$ cat config.mk
export PLATFORM = sky130hd
export DESIGN_NAME = screen_box_scanner
export DESIGN_NICKNAME = d
export VERILOG_FILES = /design/src/rtl/screen_box_scanner.sv
export SDC_FILE = /design/constraint.sdc
export NUM_CORES = 1
export LEC_CHECK = 0
export CORE_MARGIN = 1
export CORE_UTILIZATION = 40
export CTS_CLUSTER_DIAMETER = 40
export DETAILED_ROUTE_END_ITERATION = 10
export HOLD_SLACK_MARGIN = 0.08
export PLACE_DENSITY = 0.72
export SLEW_MARGIN = 20
export SYNTH_ARGS = -nofsm -noshare
export SYNTH_HDL_FRONTEND = slang
export SYNTH_SLANG_ARGS = --single-unit
$ cat constraint.sdc
create_clock -name clock -period 4.1 [get_ports clock]
set_input_delay 0.82 -clock clock [delete_from_list [all_inputs] [get_ports clock]]
set_output_delay 0.82 -clock clock [all_outputs]
set_load 0.01 [all_outputs]
$ cat src/rtl/screen_box_scanner.sv
// screen_box_scanner
//   Framebuffer-side stage that sits directly after the triangle rasteriser.
//   On a rising edge of screen_start it latches a bounding box, then visits
//   every pixel in it, row-major. Each pixel takes three cycles:
//     READ  : present the address to the synchronous framebuffer RAM
//     LATCH : capture the old colour from the RAM
//     WRITE : write back whatever colour the rasteriser returns
//   Pixels outside the visible screen still take the same three cycles,
//   but they are never written. screen_done pulses for one cycle at the end.
//
// Ports
//   clock, reset          : rising-edge clock, synchronous active-high reset
//   screen_start          : level request; its rising edge starts a box
//   screen_x_min/y_min    : top-left corner of the box
//   screen_x_range/y_range: box width/height minus one (inclusive)
//   new_screen_colour     : colour from the rasteriser for the current pixel
//   screen_x/screen_y     : current pixel coordinates
//   old_screen_colour     : framebuffer colour at the current pixel
//   screen_done           : one-cycle completion pulse
//   busy                  : high from accept through the done cycle
//   mem_addr/mem_rdata    : framebuffer read port (1-cycle read latency)
//   mem_wdata/mem_we      : framebuffer write port
module screen_box_scanner #(
  parameter int WIDTH        = 8,
  parameter int COLOUR_WIDTH = 3,
  parameter int SCREEN_W     = 160,
  parameter int SCREEN_H     = 120,
  parameter int ADDR_WIDTH   = 15
) (
  input  logic                    clock,
  input  logic                    reset,
  input  logic                    screen_start,
  input  logic [WIDTH-1:0]        screen_x_min,
  input  logic [WIDTH-1:0]        screen_y_min,
  input  logic [WIDTH-1:0]        screen_x_range,
  input  logic [WIDTH-1:0]        screen_y_range,
  input  logic [COLOUR_WIDTH-1:0] new_screen_colour,
  output logic [WIDTH-1:0]        screen_x,
  output logic [WIDTH-1:0]        screen_y,
  output logic [COLOUR_WIDTH-1:0] old_screen_colour,
  output logic                    screen_done,
  output logic                    busy,
  output logic [ADDR_WIDTH-1:0]   mem_addr,
  input  logic [COLOUR_WIDTH-1:0] mem_rdata,
  output logic [COLOUR_WIDTH-1:0] mem_wdata,
  output logic                    mem_we
);

  typedef enum logic [2:0] {
    S_IDLE  = 3'd0,
    S_READ  = 3'd1,
    S_LATCH = 3'd2,
    S_WRITE = 3'd3,
    S_DONE  = 3'd4
  } state_t;

  state_t                  state_q, state_d;
  logic                    start_d_q, start_d_d;
  logic [WIDTH-1:0]        xc_q, xc_d;
  logic [WIDTH-1:0]        yc_q, yc_d;
  logic [COLOUR_WIDTH-1:0] old_q, old_d;
  logic [WIDTH-1:0]        x_min_q, x_min_d;
  logic [WIDTH-1:0]        y_min_q, y_min_d;
  logic [WIDTH-1:0]        x_range_q, x_range_d;
  logic [WIDTH-1:0]        y_range_q, y_range_d;

  logic [WIDTH:0]          sum_x;
  logic [WIDTH:0]          sum_y;
  logic                    on_screen;
  logic                    start_edge;

  // Control state and the counters are reset; the latched box is plain data
  // and is always reloaded on accept before it is used.
  always_ff @(posedge clock) begin
    if (reset) begin
      state_q   <= S_IDLE;
      start_d_q <= 1'b0;
      xc_q      <= '0;
      yc_q      <= '0;
      old_q     <= '0;
    end else begin
      state_q   <= state_d;
      start_d_q <= start_d_d;
      xc_q      <= xc_d;
      yc_q      <= yc_d;
      old_q     <= old_d;
    end
    x_min_q   <= x_min_d;
    y_min_q   <= y_min_d;
    x_range_q <= x_range_d;
    y_range_q <= y_range_d;
  end

  // Sums carry one extra bit: a carry out means the pixel wrapped past the
  // coordinate range and is therefore off-screen. Comparing the full
  // WIDTH+1-bit sum against the screen size covers both cases at once.
  always_comb begin
    sum_x     = {1'b0, x_min_q} + {1'b0, xc_q};
    sum_y     = {1'b0, y_min_q} + {1'b0, yc_q};
    on_screen = (sum_x < (WIDTH+1)'(SCREEN_W)) && (sum_y < (WIDTH+1)'(SCREEN_H));
    screen_x  = sum_x[WIDTH-1:0];
    screen_y  = sum_y[WIDTH-1:0];
    mem_addr  = ADDR_WIDTH'(sum_y[WIDTH-1:0]) * ADDR_WIDTH'(SCREEN_W)
              + ADDR_WIDTH'(sum_x[WIDTH-1:0]);
  end

  assign start_edge        = screen_start & ~start_d_q;
  assign old_screen_colour = old_q;
  assign mem_wdata         = new_screen_colour;

  always_comb begin
    state_d     = state_q;
    start_d_d   = screen_start;
    xc_d        = xc_q;
    yc_d        = yc_q;
    old_d       = old_q;
    x_min_d     = x_min_q;
    y_min_d     = y_min_q;
    x_range_d   = x_range_q;
    y_range_d   = y_range_q;
    mem_we      = 1'b0;
    screen_done = 1'b0;
    busy        = (state_q != S_IDLE);

    unique case (state_q)
      S_IDLE: begin
        if (start_edge) begin
          x_min_d   = screen_x_min;
          y_min_d   = screen_y_min;
          x_range_d = screen_x_range;
          y_range_d = screen_y_range;
          xc_d      = '0;
          yc_d      = '0;
          state_d   = S_READ;
        end
      end
      S_READ: begin
        state_d = S_LATCH;
      end
      S_LATCH: begin
        old_d   = mem_rdata;
        state_d = S_WRITE;
      end
      S_WRITE: begin
        mem_we  = on_screen;
        state_d = S_READ;
        // Equality compares keep a full-range box (range = all ones) from
        // wrapping the counter and looping forever.
        if (xc_q != x_range_q) begin
          xc_d = xc_q + WIDTH'(1);
        end else begin
          xc_d = '0;
          if (yc_q != y_range_q) begin
            yc_d = yc_q + WIDTH'(1);
          end else begin
            state_d = S_DONE;
          end
        end
      end
      S_DONE: begin
        screen_done = 1'b1;
        state_d     = S_IDLE;
      end
      default: begin
        state_d = S_IDLE;
      end
    endcase
  end

endmodule

==> results by group <==
Logic synthesis
  – Post-synth EDFFs: 32
  – Top cells by area, synth: edfxtp_1 28%, dfxtp_1 14%, ha_1 10%, xnor2_1 8.8%, xor2_1 3.4%
  – Yosys Warn Count: 0
  – Top-count cell post-synth: xnor2_1
  – Post-synthesis sequential area ratio: 0.419
  – Synth Register Bits: 55
  – Synth top area share: 0.283
  – Synth Net Count: a little under 400
  – Main synth FF type: edfxtp_1
  – Yosys cell types: 56
  – Syn Inst Count: 315
  – Syn Area/Cell: 10.8 sq um
  – Cell taking the most area after synthesis: edfxtp_1
  – Mapped Area: 3390 sq um
  – Synth async-reset ratio: 0
  – Top cells by count, synth: 34 x xnor2_1, 32 x edfxtp_1, 28 x ha_1, 25 x nor2_1, 23 x dfxtp_1

Final layout
  – Inserted Diodes: 0
  – Post-route cell area: a little under 5000 sq um
  – Core Util, Final: 0.600
  – Area grow syn2layout: 45.3%
  – Fraction of layout cells with a size suffix above 1: 0.284
  – Nets: 522

Power
  – Clock network fraction of design power: 0.184
  – Power Total: 1.66 mW
  – Leakage power: 2.04 nW
  – Internal: 1.14 mW
  – Peak VDD IR: 0.256 mV
  – Switching share of power: 0.310
  – Sw power: 0.513 mW
  – Pwr dens: 336 nW/um^2
  – Sequential share of power: 0.398
  – Combinational share of power: 0.418

Clocking
  – Root Driver: clkbuf_8
  – Cts-stage hold buffer count: 0
  – Num Clock Sinks: 55
  – Deepest clock path buffer count: 2
  – CTS clk-pin slew, worst paths: 0.11 ns
  – Latest clock arrival within the worst-skew pair: 0.31 ns
  – H-tree Lvls: 2
  – Cts bufs inserted: 5
  – CTS tree: built

GRT
  – Largest net degree at the start of global routing: 35
  – Initial antenna violation count: 0
  – Remaining Overflow, GRT: 0
  – First-pass GRT wire length: between 10 and 15 mm
  – Total GRT Usage: 0.172
  – Vias in the first global route: 2664

Setup path
  – Crit path arrival time: 3.76 ns
  – WP data required: 3.28 ns
  – Critical Path Start Type: flip-flop
  – CP endpoint: mem_addr[14]
  – R2R setup slack: 2.00 ns
  – Crit Path Max Fanout: 3
  – Crit path kind: flip-flop to output port
  – RR Endpoint: yc_q[7]
  – R2R Path Start: xc_q[1]
  – Critical path launch point: y_min_q[0]
  – Worst Setup End Kind: output port
  – R2R depth: 8

Place
  – DP Area: 4680 sq um
  – Placement Setup Slack: -0.560 ns
  – Port bufs: 74
  – RePlAce Congestion: between 0.8 and 0.9
  – HPWL Detailed: 5.60 mm

Floorplanning
  – Starting Density: 0.413
  – Die Area: 8850 sq um
  – I/O pins: just over 80
  – DIE HEIGHT: 94.1 um
  – Die Width: between 90 and 100 um
  – Core ar.: 8220 sq um
  – Number of cell rows: 33

STA
  – Period minus WS final: 4.58 ns
  – Final WS setup: -0.478 ns
  – Max-slew headroom: 0.536
  – Worst-Margin Slew: 0.694 ns
  – Period utilization: 1.12
  – Setup TNS: -1.23 ns
  – Fin. max-slew vios: 0
  – Unrepaired setup endpoints after global routing: yes
  – Final hold violation count: 0
  – Fmax: 0.218 GHz
  – Final Skew: 0.0120 ns
  – Final setup violating endpoints: 4

Drt
  – Remaining antenna violation count after routing: 0
  – DRT Pass-1 Iters: 4
  – Drt first-iter violations: 71
  – DR vias: approximately 2700
  – Final WL: ~7.2 mm
  – Vias/cell: 4.92
  – Post-route DRC: 0
  – Detailed-route wire length per cell: 13.0 um

Status
  – Status: complete, but fails checks
  – Failing checks: negative setup slack

Hold path
  – Worst hold path type: flip-flop to flip-flop
  – Hold_sp: old_screen_colour[1]

Run
  – Max Cap Viol: 0
## layout make-up
cell class | count | area, sq um
clock inverters | 3 | 25.0
flip-flops and latches | 55 | 1420
fillers | 667 | 3290
clock buffers | 5 | 68.8
inverters | 13 | 48.8
repair buffers | 139 | 1200
multi-input cells | 235 | 2030
well taps | 105 | 131
## per-layer routing
metal / wire length, um / GRT usage / part of all wire
met1: 3130 / 0.214 / 0.43
met4: 94 / 0.0513 / 0.013
met3: 292 / 0.0210 / 0.040
met5: 0 / 0 / 0
met2: 3710 / 0.310 / 0.51
## sequential cells by signal, indices dropped and copies added (netlist names)
register / cells
yc_q: 8
state_q: 3
x_range_q: 8
xc_q: 8
start_d_q: 1
y_range_q: 8
x_min_q: 8
y_min_q: 8
old_screen_colour: 3
## layout by cell type (no fill, tap or decap), types with 6 or more instances in the layout
master / n
clkdlybuf4s50_1: 65
o21ai_0: 8
inv_1: 12
edfxtp_1: 32
nand4_1: 8
mux2i_1: 6
buf_4: 64
a21oi_1: 13
nor2_1: 25
xor2_1: 12
ha_1: 23
buf_2: 6
dfxtp_1: 21
xnor2_2: 7
a21oi_2: 7
and3_1: 6
a21o_1: 6
xnor2_1: 29
## worst min-delay path by stage
stage / cells past startpoint / endpoint
after floorplan: 1 / state_q[1]
after global placement: 2 / old_screen_colour[0]
after detailed placement: 2 / old_screen_colour[1]
after CTS: 2 / old_screen_colour[1]
after global routing: 2 / xc_q[7]
final: 2 / old_screen_colour[1]
## cell families after synthesis
group	synth area share
flops	0.419
xor+xnor	0.136
compound gates	0.108
simple gates	0.152
buf+inv	0.0369
mux	0.0177
fa+ha+maj	0.130
## power by group through the flow
| stage | clock, mW | combinational, mW | sequential, mW |
|---|---|---|---|
| 6_report | 0.305 | 0.692 | 0.659 |
| 5_1_grt | 0.329 | 0.757 | 0.664 |
| 3_5_place_dp | 0 | 0.682 | 0.672 |
| 4_1_cts | 0.310 | 0.691 | 0.660 |
| 2_1_floorplan | 0 | 0.362 | 0.665 |
| 3_3_place_gp | 0 | 0.668 | 0.670 |
## repair_timing
item	in CTS	in global routing
resized for setup	41	17
pin swaps	16	6
hold endpoints to repair	0	0
endpoints found under the setup margin	9	8
buffers inserted	6	1
## stage by stage
| stage | hold slack [ns] | instances |
|---|---|---|
| CTS | 0.523 | 554 |
| global route | 0.560 | 555 |
| finish | 0.523 | 555 |
| detailed placement | 0.488 | 541 |
| floorplan | 0.484 | 315 |
| global placement | 0.475 | 541 |
## worst max-delay path, stage by stage, from the launching register on
cell      delay, ns
edfxtp_1       0.38
ha_2           0.21
fa_2           0.34
a21o_1         0.19
buf_4          0.14
a221oi_4       0.26
xnor2_2        0.18
xor2_1         0.17
ha_1           0.26
o21a_1         0.18
o31a_1         0.13
or2_4          0.24
maj3_2         0.31
o32ai_2        0.10
mux2i_1        0.12
o31ai_2        0.07
buf_2          0.17
No activity file was read; power rests on OpenSTA's default activity.
